--- src/rtl/shift_rp_pkg.sv ---
// Shared types and defaults for the shift RP controller.
// State encoding is fixed so it can be probed from the static region.
package shift_rp_pkg;

   localparam int DEF_ADDR_W = 12;
   localparam int DATA_W     = 4;

   typedef enum logic [2:0] {
      IDLE      = 3'd0,
      RUN       = 3'd1,
      DRAIN     = 3'd2,
      DECOUPLED = 3'd3,
      RECOVER   = 3'd4
   } state_t;

   function automatic logic is_busy(state_t s);
      return (s == DRAIN) || (s == DECOUPLED) || (s == RECOVER);
   endfunction

endpackage

--- src/rtl/shift_rp_controller_if.sv ---
// Signal bundle between the static top and the shift RP controller.
// timeout_err exists only when SHIFT_RP_TIMEOUT_EN is defined.
interface shift_rp_controller_if
   import shift_rp_pkg::*;
#(
   parameter int ADDR_W = DEF_ADDR_W
);

   logic              run;
   logic              step_req;
   logic              dir;
   logic              reconfig_req;
   logic              reconfig_done;
   logic [DATA_W-1:0] upper_in;
   logic [DATA_W-1:0] lower_in;
   logic [ADDR_W-1:0] addr;
   logic              rm_rst;
   logic              decouple;
   logic              reconfig_ack;
   logic [DATA_W-1:0] upper;
   logic [DATA_W-1:0] lower;
   logic              busy;
`ifdef SHIFT_RP_TIMEOUT_EN
   logic              timeout_err;

   modport master (
      output run, step_req, dir,
      output reconfig_req, reconfig_done,
      output upper_in, lower_in,
      input  addr, rm_rst, decouple,
      input  reconfig_ack, upper, lower,
      input  busy, timeout_err
   );

   modport slave (
      input  run, step_req, dir,
      input  reconfig_req, reconfig_done,
      input  upper_in, lower_in,
      output addr, rm_rst, decouple,
      output reconfig_ack, upper, lower,
      output busy, timeout_err
   );
`else
   modport master (
      output run, step_req, dir,
      output reconfig_req, reconfig_done,
      output upper_in, lower_in,
      input  addr, rm_rst, decouple,
      input  reconfig_ack, upper, lower,
      input  busy
   );

   modport slave (
      input  run, step_req, dir,
      input  reconfig_req, reconfig_done,
      input  upper_in, lower_in,
      output addr, rm_rst, decouple,
      output reconfig_ack, upper, lower,
      output busy
   );
`endif

endinterface

--- src/rtl/shift_rp_addr_gen.sv ---
// Prescaled up/down address counter shared by both shift RPs.
// freeze holds prescaler and address; clr zeroes only the prescaler.
module shift_rp_addr_gen #(
   parameter int ADDR_W     = 12,
   parameter int PRESCALE_W = 23
) (
   input  logic              clk,
   input  logic              rst,
   input  logic              tick_en,
   input  logic              step,
   input  logic              clr,
   input  logic              freeze,
   input  logic              dir,
   output logic [ADDR_W-1:0] addr
);

   logic [PRESCALE_W-1:0] pre_q;
   logic                  adv;

   assign adv = step || (tick_en && !clr && (&pre_q));

   always_ff @(posedge clk or posedge rst) begin
      if (rst) begin
         pre_q <= '0;
         addr  <= '0;
      end else if (!freeze) begin
         if (clr)
            pre_q <= '0;
         else if (tick_en)
            pre_q <= pre_q + PRESCALE_W'(1);
         // modulo 2^ADDR_W in both directions
         if (adv)
            addr <= dir ? addr - ADDR_W'(1)
                        : addr + ADDR_W'(1);
      end
   end

endmodule

--- src/rtl/shift_rp_controller.sv ---
// Address sequencing and DFX reconfiguration handshake for the shift RPs.
// Define SHIFT_RP_TIMEOUT_EN to add the DECOUPLED watchdog and timeout_err.
module shift_rp_controller
   import shift_rp_pkg::*;
#(
   parameter int ADDR_W         = DEF_ADDR_W,
   parameter int PRESCALE_W     = 23,
   parameter int DRAIN_CYCLES   = 4,
   parameter int RECOVER_CYCLES = 2,
   parameter int TIMEOUT_CYCLES = 1024
) (
   input logic                  gclk,
   input logic                  rst,
   shift_rp_controller_if.slave bus
);

   localparam int CNT_MAX =
      (TIMEOUT_CYCLES > 255) ? TIMEOUT_CYCLES : 255;
   localparam int CNT_W = $clog2(CNT_MAX + 1);

   state_t            state_q;
   state_t            state_d;
   logic [CNT_W-1:0]  cnt_q;
   logic [CNT_W-1:0]  cnt_d;
   logic              cnt_inc;
   logic              tick_en;
   logic              step;
   logic              clr;
   logic              freeze;
   logic [ADDR_W-1:0] addr;
   logic              rm_rst_q;
   logic              dec_q;
   logic              ack_q;
   logic              busy_q;
   logic [DATA_W-1:0] upper_q;
   logic [DATA_W-1:0] lower_q;
`ifdef SHIFT_RP_TIMEOUT_EN
   logic              to_hit;
   logic              err_q;
`endif

   shift_rp_addr_gen #(
      .ADDR_W     (ADDR_W),
      .PRESCALE_W (PRESCALE_W)
   ) u_addr_gen (
      .clk     (gclk),
      .rst     (rst),
      .tick_en (tick_en),
      .step    (step),
      .clr     (clr),
      .freeze  (freeze),
      .dir     (bus.dir),
      .addr    (addr)
   );

   always_comb begin
      state_d = state_q;
      cnt_inc = 1'b0;
      tick_en = 1'b0;
      step    = 1'b0;
      clr     = 1'b0;
      freeze  = 1'b0;
`ifdef SHIFT_RP_TIMEOUT_EN
      to_hit  = 1'b0;
`endif
      unique case (state_q)
         IDLE: begin
            clr = 1'b1;
            // a reconfig request swallows a coincident step
            if (bus.reconfig_req) begin
               state_d = DRAIN;
            end else begin
               step = bus.step_req;
               if (bus.run) state_d = RUN;
            end
         end
         RUN: begin
            if (bus.reconfig_req) begin
               state_d = DRAIN;
               freeze  = 1'b1;
            end else if (!bus.run) begin
               state_d = IDLE;
               clr     = 1'b1;
            end else begin
               tick_en = 1'b1;
            end
         end
         DRAIN: begin
            freeze  = 1'b1;
            cnt_inc = 1'b1;
            if (cnt_q == CNT_W'(DRAIN_CYCLES - 1))
               state_d = DECOUPLED;
         end
         DECOUPLED: begin
            freeze = 1'b1;
            if (bus.reconfig_done) begin
               state_d = RECOVER;
            end
`ifdef SHIFT_RP_TIMEOUT_EN
            else begin
               cnt_inc = 1'b1;
               if (cnt_q == CNT_W'(TIMEOUT_CYCLES - 1)) begin
                  state_d = RECOVER;
                  to_hit  = 1'b1;
               end
            end
`endif
         end
         RECOVER: begin
            freeze  = 1'b1;
            cnt_inc = 1'b1;
            if (cnt_q == CNT_W'(RECOVER_CYCLES - 1))
               state_d = bus.run ? RUN : IDLE;
         end
         default: state_d = IDLE;
      endcase
   end

   always_comb begin
      cnt_d = cnt_q;
      if (state_d != state_q)
         cnt_d = '0;
      else if (cnt_inc)
         cnt_d = cnt_q + CNT_W'(1);
   end

   always_ff @(posedge gclk or posedge rst) begin
      if (rst) begin
         state_q  <= IDLE;
         cnt_q    <= '0;
         rm_rst_q <= 1'b1;
         dec_q    <= 1'b0;
         ack_q    <= 1'b0;
         busy_q   <= 1'b0;
         upper_q  <= '0;
         lower_q  <= '0;
      end else begin
         state_q  <= state_d;
         cnt_q    <= cnt_d;
         rm_rst_q <= (state_d == RECOVER);
         dec_q    <= (state_d == DECOUPLED);
         ack_q    <= (state_d == DECOUPLED);
         busy_q   <= is_busy(state_d);
         // capture only while the RPs are live
         if (state_q == IDLE || state_q == RUN) begin
            upper_q <= bus.upper_in;
            lower_q <= bus.lower_in;
         end
      end
   end

`ifdef SHIFT_RP_TIMEOUT_EN
   always_ff @(posedge gclk or posedge rst) begin
      if (rst)
         err_q <= 1'b0;
      else if (to_hit)
         err_q <= 1'b1;
   end

   assign bus.timeout_err = err_q;
`endif

   assign bus.addr         = addr;
   assign bus.rm_rst       = rm_rst_q;
   assign bus.decouple     = dec_q;
   assign bus.reconfig_ack = ack_q;
   assign bus.busy         = busy_q;
   assign bus.upper        = upper_q;
   assign bus.lower        = lower_q;

endmodule

--- src/flat_wrapper.sv ---
// flat-port wrapper written by rule: the top's interface ports become plain ports
module shift_rp_controller_flat import shift_rp_pkg::*;
#(
   parameter int ADDR_W         = DEF_ADDR_W,
   parameter int PRESCALE_W     = 23,
   parameter int DRAIN_CYCLES   = 4,
   parameter int RECOVER_CYCLES = 2,
   parameter int TIMEOUT_CYCLES = 1024
)
  (gclk, rst, bus_run, bus_step_req, bus_dir, bus_reconfig_req, bus_reconfig_done, bus_upper_in, bus_lower_in, bus_addr, bus_rm_rst, bus_decouple, bus_reconfig_ack, bus_upper, bus_lower, bus_busy);
  shift_rp_controller_if #(.ADDR_W(ADDR_W)) bus_i ();
  input logic gclk;
  input logic rst;
  input wire logic [$bits(bus_i.run)-1:0] bus_run;
  input wire logic [$bits(bus_i.step_req)-1:0] bus_step_req;
  input wire logic [$bits(bus_i.dir)-1:0] bus_dir;
  input wire logic [$bits(bus_i.reconfig_req)-1:0] bus_reconfig_req;
  input wire logic [$bits(bus_i.reconfig_done)-1:0] bus_reconfig_done;
  input wire logic [$bits(bus_i.upper_in)-1:0] bus_upper_in;
  input wire logic [$bits(bus_i.lower_in)-1:0] bus_lower_in;
  output wire logic [$bits(bus_i.addr)-1:0] bus_addr;
  output wire logic [$bits(bus_i.rm_rst)-1:0] bus_rm_rst;
  output wire logic [$bits(bus_i.decouple)-1:0] bus_decouple;
  output wire logic [$bits(bus_i.reconfig_ack)-1:0] bus_reconfig_ack;
  output wire logic [$bits(bus_i.upper)-1:0] bus_upper;
  output wire logic [$bits(bus_i.lower)-1:0] bus_lower;
  output wire logic [$bits(bus_i.busy)-1:0] bus_busy;
  assign bus_i.run = bus_run;
  assign bus_i.step_req = bus_step_req;
  assign bus_i.dir = bus_dir;
  assign bus_i.reconfig_req = bus_reconfig_req;
  assign bus_i.reconfig_done = bus_reconfig_done;
  assign bus_i.upper_in = bus_upper_in;
  assign bus_i.lower_in = bus_lower_in;
  assign bus_addr = bus_i.addr;
  assign bus_rm_rst = bus_i.rm_rst;
  assign bus_decouple = bus_i.decouple;
  assign bus_reconfig_ack = bus_i.reconfig_ack;
  assign bus_upper = bus_i.upper;
  assign bus_lower = bus_i.lower;
  assign bus_busy = bus_i.busy;
  shift_rp_controller #(.ADDR_W(ADDR_W), .PRESCALE_W(PRESCALE_W), .DRAIN_CYCLES(DRAIN_CYCLES), .RECOVER_CYCLES(RECOVER_CYCLES), .TIMEOUT_CYCLES(TIMEOUT_CYCLES)) u_core (.gclk(gclk), .rst(rst), .bus(bus_i));
endmodule
--- config.mk ---
export PLATFORM = sky130hd
export DESIGN_NAME = shift_rp_controller_flat
export DESIGN_NICKNAME = d
export VERILOG_FILES = /design/src/rtl/shift_rp_pkg.sv /design/src/rtl/shift_rp_controller_if.sv /design/src/rtl/shift_rp_addr_gen.sv /design/src/rtl/shift_rp_controller.sv /design/src/flat_wrapper.sv
export SDC_FILE = /design/constraint.sdc
export NUM_CORES = 1
export LEC_CHECK = 0
export BUFFER_PORTS_ARGS = -buffer_cell sky130_fd_sc_hd__buf_2
export CAP_MARGIN = 20
export CORE_ASPECT_RATIO = 1.2
export CORE_MARGIN = 4
export CORE_UTILIZATION = 55
export CTS_CLUSTER_DIAMETER = 30
export DETAILED_ROUTE_END_ITERATION = 6
export GPL_ROUTABILITY_DRIVEN = 0
export PLACE_DENSITY = 0.82
export SYNTH_ARGS = -nofsm -noshare
export SYNTH_HDL_FRONTEND = slang
export SYNTH_SLANG_ARGS = --single-unit
--- constraint.sdc ---
create_clock -name gclk -period 5.7 [get_ports gclk]
set_input_delay 0.285 -clock gclk [delete_from_list [all_inputs] [get_ports gclk]]
set_output_delay 0.285 -clock gclk [all_outputs]
set_load 0.01 [all_outputs]
# ---- Word level (Yosys, flattened, before mapping)
# Cells that the tools add are included.
dict set report word_totals {
  reg_bits 60
  in_bits 15
  wordCells 64
}
dict set report op_classes {
  add_sub_neg 4
  eq_ne 10
  mux 25
  n_bitwise 1
  reduce_logical 15
}
# op n
set ops {}
lappend ops {{$mux 23} 2}
lappend ops {{$add 23x1->23 const B} 1}
lappend ops {{$reduce_and 23->1} 1}
lappend ops {{$mux 11} 2}
lappend ops {{$mux 3} 7}
lappend ops {{$pmux 3 s5} 1}
lappend ops {{$add 12x1->12 const B} 1}
lappend ops {{$eq 3x2->1 const B} 4}
lappend ops {{$mux 12} 1}
lappend ops {{$sub 12x1->12 const B} 1}
lappend ops {{$add 11x1->11 const B} 1}
lappend ops {{$eq 11x1->1 const B} 1}
lappend ops {{$eq 11x2->1 const B} 1}
lappend ops {{$mux 1} 10}
lappend ops {{$eq 3x3->1 const B} 2}
lappend ops {{$logic_or 1x1->1} 4}
lappend ops {{$pmux 1 s2} 2}
lappend ops {{$reduce_and 2->1} 2}
lappend ops {{$reduce_bool 2->1} 2}
lappend ops {{$eq 3x1->1 const B} 1}
lappend ops {{$logic_not 3->1} 1}
lappend ops {{$ne 3x3->1} 1}
lappend ops {{$reduce_or 3->1} 1}
lappend ops {{$logic_and 1x1->1} 2}
lappend ops {{3 further kinds} 3}

# ---- Depth between registers and ports, before layout
dict set report logic_depth {
  ltp_word 8
  depth_mapped 8
  depth_no_buf 8
}

# ---- Hierarchy
# A second synthesis with hierarchy kept.
dict set report unflattened {
  cells_unflattened 345
  area_unflattened_um2 3321.9
}
# mod instances cells_per_inst area_per_inst_um2 seq_area_each_um2
set modules_own_cells {}
lappend modules_own_cells {shift_rp_addr_gen 1 219 2028.2 875.8}
lappend modules_own_cells {shift_rp_controller 1 126 1293.7 626.9}

# ---- Least setup slack after synthesis
# Ideal clock, no wire load.
dict set report synth_path {
  kind {register to register}
  start {register u_core.u_addr_gen.addr[2]}
  end {register u_core.u_addr_gen.addr[10]}
  arrival_time_ns 1.788
  required_ns 5.574
  slack_ns 3.786
  path_stages_with_launch 8
  path_buffers 0
  cell_sequence {dfrtp_1 ha_1 nor2b_1 o211ai_1 a21boi_1 o41ai_1 nand4bb_1 a21oi_1}
}
dict set report synth_between {
  elab_chain_cells 2
  elab_cells_between_ends 3
}
# item line
set synth_lines {}
lappend synth_lines {{start, declared} shift_rp_addr_gen.sv:14} ;# output logic [ADDR_W-1:0] addr
lappend synth_lines {{start signal, assigned} shift_rp_addr_gen.sv:33} ;# addr <= dir ? addr - ADDR_W'(1)
lappend synth_lines {{$add 12x1->12 / $sub 12x1->12 (equally long branches)} {shift_rp_addr_gen.sv:34, shift_rp_addr_gen.sv:33}}
lappend synth_lines {{$mux 12 *} shift_rp_addr_gen.sv:33}
# Mark *: on every way between the ends. The rest lies on a longest branch, timed or not.
# A chain may end at the register's enable or synchronous reset.

# ---- Worst setup path after layout
dict set report layout_path {
  start {register u_core.cnt_q[6]}
  end {register u_core.cnt_q[10]}
}
dict set report layout_between {
  elab_chain_cells 5
  elab_cells_between_ends 10
}
# item line
set layout_lines {}
lappend layout_lines {{start, declared} shift_rp_controller.sv:23} ;# logic [CNT_W-1:0] cnt_q;
lappend layout_lines {{start signal, assigned} shift_rp_controller.sv:139} ;# cnt_q <= cnt_d;
lappend layout_lines {{$eq 11x1->1 / $eq 11x2->1 (equally long branches)} {shift_rp_controller.sv:112, shift_rp_controller.sv:91}}
lappend layout_lines {{$mux 3, on equally long branches} {shift_rp_controller.sv:112, shift_rp_controller.sv:91}}
lappend layout_lines {{$pmux 3 s5} shift_rp_controller.sv:66} ;# unique case (state_q)
lappend layout_lines {{$ne 3x3->1} shift_rp_controller.sv:121} ;# if (state_d != state_q)
lappend layout_lines {{$mux 11 / $reduce_bool 2->1 (equally long branches)} n/a}
# Several ways; a longest one is shown, not always the timed one. The select of a mux whose other input is x is not followed.

==> metrics <==
Synth area leaders dfrtp_1, xor2_1, nor2_1, ha_1, xnor2_1; largest net degree at the start of global routing 61; Detailed Place HPWL 4410 um; DP Worst Slack around 3400 ps; met2 GRT Util 0.329; final wirelength 6380 um; Pre-antenna DRT Iters 4; crit end category flip-flop; CP Launch Type flip-flop; period utilization 0.406; Layout Cells excl Fill 452; Core Box Area 0.00571 mm^2; nets@finish 396; Setup Viol. Count Final 0; maximum VDD drop 368 uV; Seq cells post-synth 60; RSZ-0062 raised after global routing false; # resized after CTS 0; Final Max Slew Viols 0; clock latency on the worst-skew pair 350 ps; CTS Buffer Depth 2; antenna-violating nets left 0; status complete, no violations; Cell Count Post-Placement 436; Critical Path Max Stage Delay 730 ps; Hold WS 141 ps; worst slew pin tran 1000 ps; # port buffers 38; worst hold path type input port to asynchronous set/reset pin; Overflow after GRT 0; Chip Height 92.4 um; clock sink total 60; leading area contributor after synthesis dfrtp_1; number of global-route vias before repair 2,483; Commonest cells post-synth dfrtp_1, nor2_1, xor2_1; async set-reset flop share out of synthesis 1.00; Clock Skew 10.3 ps; Area after DPL approximately 0.0035 mm^2; H-Tree Depth 3; PD cells 477 mW/mm^2; final worst slack 3390 ps; post-DR wirelength/cell approximately 14 um; met1 GRT Util 0.228; Synth Cell Area roughly 0.0033 mm^2; CP max FO 11; most frequent cell after synthesis dfrtp_1; Main synth FF type dfrtp_1; synth-to-layout area growth 14.6%; post-synthesis cell count roughly 330; Initial Utilization 0.572; via count 2,465; register area share after synthesis 0.461; Crit-path slowest cell o211ai_1; fin crit period 2310 ps; First DRT Iteration DRCs 201; top cell type's share of synthesized area 0.452; Crit Path Category flip-flop to flip-flop; Post-synth EDFFs 0; CP arrival 2500 ps; syn nets 354; Max-cap violations 0; cts hold-fix bufs 0; max_slew headroom 0.329; Max Freq 433 MHz; gr usage total 0.193; GR met3 Demand/Resource 0.0516; CTS clk-pin slew, worst paths 70 ps; io pins 39; final hold violation count 0; Cell Chain, Critical Path nor4_1, nand2_1, o311a_1, o211ai_1, nor2_1; Yosys cell types 53; number of placement rows 30; die area 0.00723 mm^2; Pleak 1.75 nW; Design Area, Final 0.00374 mm^2; CP required 5890 ps; Mapped Avg Cell Area approximately 10 um^2; total power 1.78 mW; initial antenna violation count 0; # DRC 0; Via density 5.45; Die X 78.3 um; busiest grt layer met2; Post-CTS Setup Bufs 0; first-pass GRT wire length 11,000 um; proportion of layout cells with a drive suffix above 1 0.175; CTS tree yes; post-route core utilization 0.656; ANT cells 0; Post-Route Setup TNS 0 ps; Yosys warning count 0; Clock Tree Root clkbuf_8; Num CTS Buffers 9
cells by family after synthesis:
logic type | share of synthesized area
compound gates | 0.111
xor+xnor | 0.105
fa+ha+maj | 0.0560
buf+inv | 0.0318
flops | 0.461
mux | 0.0337
simple gates | 0.202
placed cells by master (no fill, tap or decap), drive strengths merged, types with 3 or more instances in the layout:
cell | synthesis | routed
a211oi | 4 | 4
a21o | 3 | 3
a21oi | 8 | 8
a31oi | 4 | 4
and2 | 6 | 6
and3 | 5 | 5
and4 | 5 | 5
buf | 6 | 40
clkbuf | 3 | 10
clkinvlp | 0 | 3
dfrtp | 59 | 59
ha | 13 | 13
inv | 12 | 12
mux2 | 8 | 8
nand2 | 23 | 23
nand2b | 5 | 5
nand3 | 10 | 10
nand4 | 7 | 7
nor2 | 48 | 48
nor2b | 4 | 4
nor3 | 3 | 3
o211ai | 3 | 3
o21a | 3 | 3
o21ai | 17 | 17
or3 | 4 | 4
xnor2 | 15 | 15
xor2 | 24 | 24
sequential cells by signal, summed over array words and instances, names as in the netlist:
signal and flops:
u_core.cnt_q 11, u_core.state_q 3, u_core.bus.decouple 1, u_core.u_addr_gen.pre_q 23, u_core.bus.lower 4, u_core.u_addr_gen.addr 12, u_core.bus.busy 1, u_core.bus.rm_rst 1
u_core.bus.upper 4
worst paths after layout:
kind | startpoint | endpoint | slack [ps] | depth (start not counted)
worst max register to register | u_core.cnt_q[6]$_DFFE_PP0P_ | u_core.cnt_q[10]$_DFFE_PP0P_ | 3390 | 5
worst min register to register | u_core.bus.lower[1]$_DFFE_PP0P_ | u_core.bus.lower[1]$_DFFE_PP0P_ | 480 | 1
worst max-delay path | u_core.cnt_q[6]$_DFFE_PP0P_ | u_core.cnt_q[10]$_DFFE_PP0P_ | 3390 | 5
min in group gclk | bus_upper_in[0] | u_core.bus.upper[0]$_DFFE_PP0P_ | 150 | 2
worst min-delay path | rst | u_core.u_addr_gen.addr[4]$_DFFE_PP0P_ | 140 | 3
max in group asynchronous | rst | u_core.u_addr_gen.pre_q[2]$_DFFE_PP0P_ | 5070 | 3
power by group:
part           switching (mW)  internal (mW)  total, mW
Sequential             0.0978          0.535      0.632
Combinational           0.415          0.303      0.717
Clock                   0.178          0.257      0.435
Total                   0.690           1.09       1.78
cell type report:
type	instances	area (um^2)
clock inverters	6	87.6
repair buffers	40	205
multi-input cells	244	1660
clock buffers	10	138
fillers	456	1960
well taps	80	100
flip-flops and latches	60	1500
inverters	12	45.0
routing by layer:
layer,part of all wire,vias up
li1,-,1208
met1,0.43,1196
met2,0.51,49
met3,0.038,12
met4,0.022,0
met5,0,-
critical path, delay by kind of cell, from the launching register on:
kind / cells / cell delay [ps]
AO/OA/AOI/OAI: 2 / 1110
flip-flops: 1 / 420
AND/OR/NAND/NOR: 3 / 610
No activity file was read; power rests on OpenSTA's default activity.
